<file path="src/rtl/bram_sweep_fsm_pkg.sv">
// Shared types and constants for the BRAM fill/sweep sequencer and its hold timer.
// The state encoding is also used by anything that observes the debug state output.
package bram_sweep_fsm_pkg;

  localparam int DATA_W              = 16;
  localparam int DEFAULT_HOLD_CYCLES = 50_000_000;  // one second of display time at 50 MHz

  typedef enum logic [2:0] {
    ST_FILL = 3'd0,
    ST_RD   = 3'd1,
    ST_WAIT = 3'd2,
    ST_WB   = 3'd3,
    ST_HOLD = 3'd4
  } state_t;

endpackage

</file>
<file path="src/rtl/bram_sweep_fsm_hold_timer.sv">
// Loadable down counter that measures how long each swept word stays on the display.
// done is high during the final cycle of the hold window.
module hold_timer
  import bram_sweep_fsm_pkg::*;
#(
  parameter int HOLD_CYCLES = DEFAULT_HOLD_CYCLES
) (
  input  logic clk,
  input  logic rst,
  input  logic load,
  input  logic enable,
  output logic done
);

  localparam int              CW       = $clog2(HOLD_CYCLES + 1);
  localparam logic [CW-1:0]   LOAD_VAL = CW'(HOLD_CYCLES - 1);

  logic [CW-1:0] cnt;

  // Loaded with HOLD_CYCLES-1 so that the count reaching zero marks the last hold cycle.
  always_ff @(posedge clk or negedge rst) begin
    if (!rst) begin
      cnt <= '0;
    end else if (load) begin
      cnt <= LOAD_VAL;
    end else if (enable && (cnt != '0)) begin
      cnt <= cnt - CW'(1);
    end
  end

  assign done = enable && (cnt == '0);

endmodule

</file>
<file path="src/rtl/bram_sweep_fsm.sv">
// Fills a block RAM with BASE+addr, then endlessly reads, increments and writes back each
// word, holding every new value on out for HOLD_CYCLES cycles.
module bram_sweep_fsm
  import bram_sweep_fsm_pkg::*;
#(
  parameter int          ADDR_W      = 10,
  parameter int          NUM_WORDS   = 16,
  parameter logic [15:0] BASE        = 16'h1000,
  parameter int          HOLD_CYCLES = DEFAULT_HOLD_CYCLES
) (
  input  logic              clk,
  input  logic              rst,
  output logic [ADDR_W-1:0] mem_addr,
  output logic              mem_we,
  output logic [15:0]       mem_wdata,
  input  logic [15:0]       mem_rdata,
  output logic [15:0]       out,
  output logic [7:0]        pass,
  output state_t            dbg_state
);

  localparam logic [ADDR_W-1:0] LAST_ADDR = ADDR_W'(NUM_WORDS - 1);

  state_t              state_q, state_d;
  logic [ADDR_W-1:0]   addr_q, addr_d;
  logic [DATA_W-1:0]   out_q, out_d;
  logic [7:0]          pass_q, pass_d;
  logic                we_c;
  logic [DATA_W-1:0]   wdata_c;
  logic [DATA_W-1:0]   rdata_inc;
  logic                hold_load, hold_en, hold_done;

  assign rdata_inc = mem_rdata + 16'd1;

  always_ff @(posedge clk or negedge rst) begin
    if (!rst) begin
      state_q <= ST_FILL;
      addr_q  <= '0;
      out_q   <= '0;
      pass_q  <= '0;
    end else begin
      state_q <= state_d;
      addr_q  <= addr_d;
      out_q   <= out_d;
      pass_q  <= pass_d;
    end
  end

  always_comb begin
    state_d   = state_q;
    addr_d    = addr_q;
    out_d     = out_q;
    pass_d    = pass_q;
    we_c      = 1'b0;
    wdata_c   = '0;
    hold_load = 1'b0;
    hold_en   = 1'b0;
    case (state_q)
      ST_FILL: begin
        we_c    = 1'b1;
        wdata_c = BASE + DATA_W'(addr_q);
        if (addr_q == LAST_ADDR) begin
          addr_d  = '0;
          state_d = ST_RD;
        end else begin
          addr_d = addr_q + ADDR_W'(1);
        end
      end
      ST_RD:   state_d = ST_WAIT;
      ST_WAIT: state_d = ST_WB;
      ST_WB: begin
        // RAM output has been valid since WAIT; the write-back reuses the held address.
        we_c      = 1'b1;
        wdata_c   = rdata_inc;
        out_d     = rdata_inc;
        hold_load = 1'b1;
        state_d   = ST_HOLD;
      end
      ST_HOLD: begin
        hold_en = 1'b1;
        if (hold_done) begin
          state_d = ST_RD;
          if (addr_q == LAST_ADDR) begin
            addr_d = '0;
            pass_d = pass_q + 8'd1;
          end else begin
            addr_d = addr_q + ADDR_W'(1);
          end
        end
      end
      default: begin
        state_d = ST_FILL;
        addr_d  = '0;
      end
    endcase
  end

  hold_timer #(
    .HOLD_CYCLES(HOLD_CYCLES)
  ) u_hold_timer (
    .clk    (clk),
    .rst    (rst),
    .load   (hold_load),
    .enable (hold_en),
    .done   (hold_done)
  );

  // Write strobe and data are forced low while reset is held, so the first write
  // appears as soon as reset releases and nothing is written during reset.
  assign mem_we    = rst & we_c;
  assign mem_wdata = rst ? wdata_c : '0;
  assign mem_addr  = addr_q;
  assign out       = out_q;
  assign pass      = pass_q;
  assign dbg_state = state_q;

endmodule

</file>
<file path="config.mk">
export PLATFORM = sky130hd
export DESIGN_NAME = bram_sweep_fsm
export DESIGN_NICKNAME = d
export VERILOG_FILES = /design/src/rtl/bram_sweep_fsm_pkg.sv /design/src/rtl/bram_sweep_fsm_hold_timer.sv /design/src/rtl/bram_sweep_fsm.sv
export SDC_FILE = /design/constraint.sdc
export NUM_CORES = 1
export LEC_CHECK = 0
export CORE_AREA = 2 2 106 108
export CTS_CLUSTER_DIAMETER = 80
export DETAILED_ROUTE_END_ITERATION = 12
export DIE_AREA = 0 0 108 110
export GPL_ROUTABILITY_DRIVEN = 0
export SETUP_SLACK_MARGIN = 0.02
export SLEW_MARGIN = 10
export SYNTH_ARGS = -nofsm -noshare
export SYNTH_HDL_FRONTEND = slang
export SYNTH_SLANG_ARGS = --single-unit
</file>
<file path="constraint.sdc">
create_clock -name clk -period 2.5 [get_ports clk]
set_input_delay 0.5 -clock clk [delete_from_list [all_inputs] [get_ports clk]]
set_output_delay 0.5 -clock clk [all_outputs]
set_load 0.01 [all_outputs]
</file>
==> impl_metrics.tcl <==
set metrics [dict create \
    status "completed" \
    netlist-cell-type-count 47 \
    top_level_ports 72 \
    via_count 3768 \
    final-max-slew-violation-count 0 \
    grt_start_max_net_pins 36 \
    setup.worst_path.start_class "input port" \
    post_synthesis_adder_cell_area_fraction_pct 1.35 \
    power.density_nw_per_um2 396 \
    buffer_ports.inserted 71 \
    leakagePower_nw 2.28 \
    first_global_vias 3625 \
    max-vdd-ir-drop_mv 0.279 \
    insertion_delay_ns 0.35 \
    finalSetupViolations 0 \
    critPathCaptureType "output port" \
    final-instance-count-excl-fill 726 \
    coreArea_um2 10700 \
    setup-tns-final_ns 0 \
    via_per_inst 5.19 \
    postSynthCellCount 431 \
    insertedDiodeCount 0 \
    core.rowCount 38 \
    worst_clock_skew_ns 0.00737 \
    clockBufferDepth 2 \
    tritoncts.num_buffers 9 \
    final-hold-violation-count 0 \
    max_cap_violations 0 \
    compound_gate_fraction_of_synth_area_pct 15.9 \
    min_period_over_period_pct 96.0 \
    worst-slew-pin-transition_ns 0.491 \
    placed_inst_area_um2 5040 \
    detail_route.first_pass.iterations 5 \
    post-layout-total-power_mw 2.14 \
    ys_seq_elements 63 \
    critical_path.max_fanout 4 \
    ant_nets 0 \
    crit_arrival_ns 1.90 \
    die_area_um2 11900 \
    timing.critical_path.required_ns 2.00 \
    mappedNetlistNets 453 \
    maxSlewHeadroom_pct 67.2 \
    tritoncts "yes" \
    drt-initial-drc-count 187 \
    synthesis.area_um2 3710 \
    layout_common_cells "85 x buf_4, 62 x dfrtp_1, 57 x nand2_1" \
    fin_area_um2 5410 \
    dominant_combinational_cell_family_by_area_after_synthesis "simple AND/OR/NAND/NOR gates" \
    die_height_um 110 \
    synth_edf_count 0 \
    cts.sinks 63 \
    cts-htree-levels 3 \
    fp.dieW_um 108 \
    clock_tree.root_cell "clkbuf_8" \
    synth_sequential_area_ratio_pct 42.5 \
    async_flop_share_pct 100 \
    grt_setup_unrepaired "no" \
    timing.final.crit_period_ns 2.40 \
    path_clk_slew_ns 0.07 \
    syn_avg_cell_area_um2 8.60 \
    layout-area-overhead-vs-synth_pct 45.9 \
    critPathKind "input port to output port" \
    wire_length_of_the_first_global_routing_pass_mm 18.1 \
    hold_slack_ns 0.476 \
    max_clock_freq_ghz 0.417 \
    class_of_the_tightest_hold_or_removal_check "flip-flop to flip-flop" \
    dp.final_hpwl_mm 7.99 \
    synth_mux_area_share_pct 0.844 \
    globalRouteTotalUtil_pct 19.4 \
    initial_core_util_pct 34.7 \
    numPlacedInstances 691 \
    layout-drive-gt1-share_pct 25.1 \
    layout_commonest_cell "buf_4" \
    overflow 0 \
    post_synth_xor_area_fraction_pct 6.85 \
    number_of_antenna_violations_at_the_first_check_in_global_routing 0 \
    drt-wirelength-per-cell_um 15.3 \
    detail_route.drc_violations 0 \
    wirelength_mm 11.1 \
    total_number_of_nets_in_the_final_design 603 \
    synth_simple_gate_area_share_pct 29.3 \
    most_common_flop_cell_mapped_by_yosys "dfrtp_1" \
    ys_warn_count 0 \
]
==> where the power goes <==
| part | internal, mW | total [mW] | switching (mW) |
|---|---|---|---|
| combinational | 0.106 | 0.191 | 0.0847 |
| sequential | 1.04 | 1.04 | 0.00931 |
| clock | 0.482 | 0.909 | 0.427 |
| total | 1.62 | 2.14 | 0.521 |
==> stage by stage <==
step | worst slack [ns] | utilization (%)
final | 0.100 | 50.6
after global routing | 0.0203 | 50.6
after floorplan | 0.0454 | -
after CTS | 0.0223 | 50.3
after detailed placement | -0.548 | 47.2
after global placement | -0.539 | 47.2
==> worst paths after layout <==
check,end,slack (ns),startpoint,depth (start not counted)
worst max-delay path,mem_wdata[9],0.1,mem_rdata[2],8
worst min-delay path,out[8]$_DFFE_PN0N_,0.48,out[8]$_DFFE_PN0N_,2
worst max register to register,pass[1]$_DFFE_PN0P_,0.12,u_hold_timer.cnt[21]$_DFFE_PN0P_,5
worst min register to register,out[8]$_DFFE_PN0N_,0.48,out[8]$_DFFE_PN0N_,2
max in group asynchronous,u_hold_timer.cnt[14]$_DFFE_PN0P_,1.22,rst,4
min in group asynchronous,out[12]$_DFFE_PN0N_,0.57,rst,2
==> Yosys cell counts, drive strengths merged (6+ instances only) <==
library cell  instances  share of area, %
dfrtp                63                43
nand2                57               5.8
nor2                 37               3.7
o21ai                34               4.7
a21oi                20               2.7
clkbuf               19               1.9
xnor2                19               4.5
nand3                18               2.4
nor3                 12               1.6
and3                 11               1.9
nand4                11               1.9
or3                  11               1.9
nor4                 10               2.4
xor2                 10               2.4
a31oi                 9               1.5
and4                  8               1.9
inv                   8              0.81
or4                   8               1.7
a21o                  7               1.4
o31ai                 7               1.4
nor2b                 6               1.0
or2                   6               1.0
==> flip-flops by register name (all words and copies together), names as in the netlist <==
register / flops
u_hold_timer.cnt: 26
out: 16
mem_addr: 10
pass: 8
dbg_state: 3
==> kinds of logic (layout without fill, tap and decap cells) <==
kind of cell,count (synthesis),count (layout)
and+or+nand+nor,206,206
AOI/OAI and AO/OA,96,96
DFF,63,63
buffers and inverters,30,185
xor gates and xnor gates,29,29
adders and majority gates,4,4
muxes,3,3
==> cell type report <==
type	instances	area (um2)
Clock buffer	10	138
Clock inverter	6	60.1
Fill cell	1016	5290
Inverter	8	30.0
Multi-Input combinational cell	338	2090
Sequential cell	63	1580
Tap cell	140	175
Timing Repair Buffer	161	1340
==> routing by layer <==
metal  global-route usage, %  vias up  part of all wire (%)
met3                    3.88       26                   3.1
met5                       0        -                     0
met1                    25.4     1811                    44
li1                        -     1856                     -
met4                    8.06        0                   2.4
met2                    31.7       75                    50
==> repair_timing <==
item,in CTS,in global routing
buffers inserted,16,2
resized for setup,59,28
endpoints found under the setup margin,22,19
hold buffers,1,0
pin swaps,12,1
hold endpoints to repair,1,0
==> critical path: stages <==
cell and delay, ns:
dlygate4sd2_1 0.23, nand3_1 0.11, nor3_1 0.20, buf_4 0.16
xor2_1 0.15, nand2_1 0.09, a21boi_1 0.19, clkdlybuf4s15_1 0.26
(Power assumes the default switching activity.)
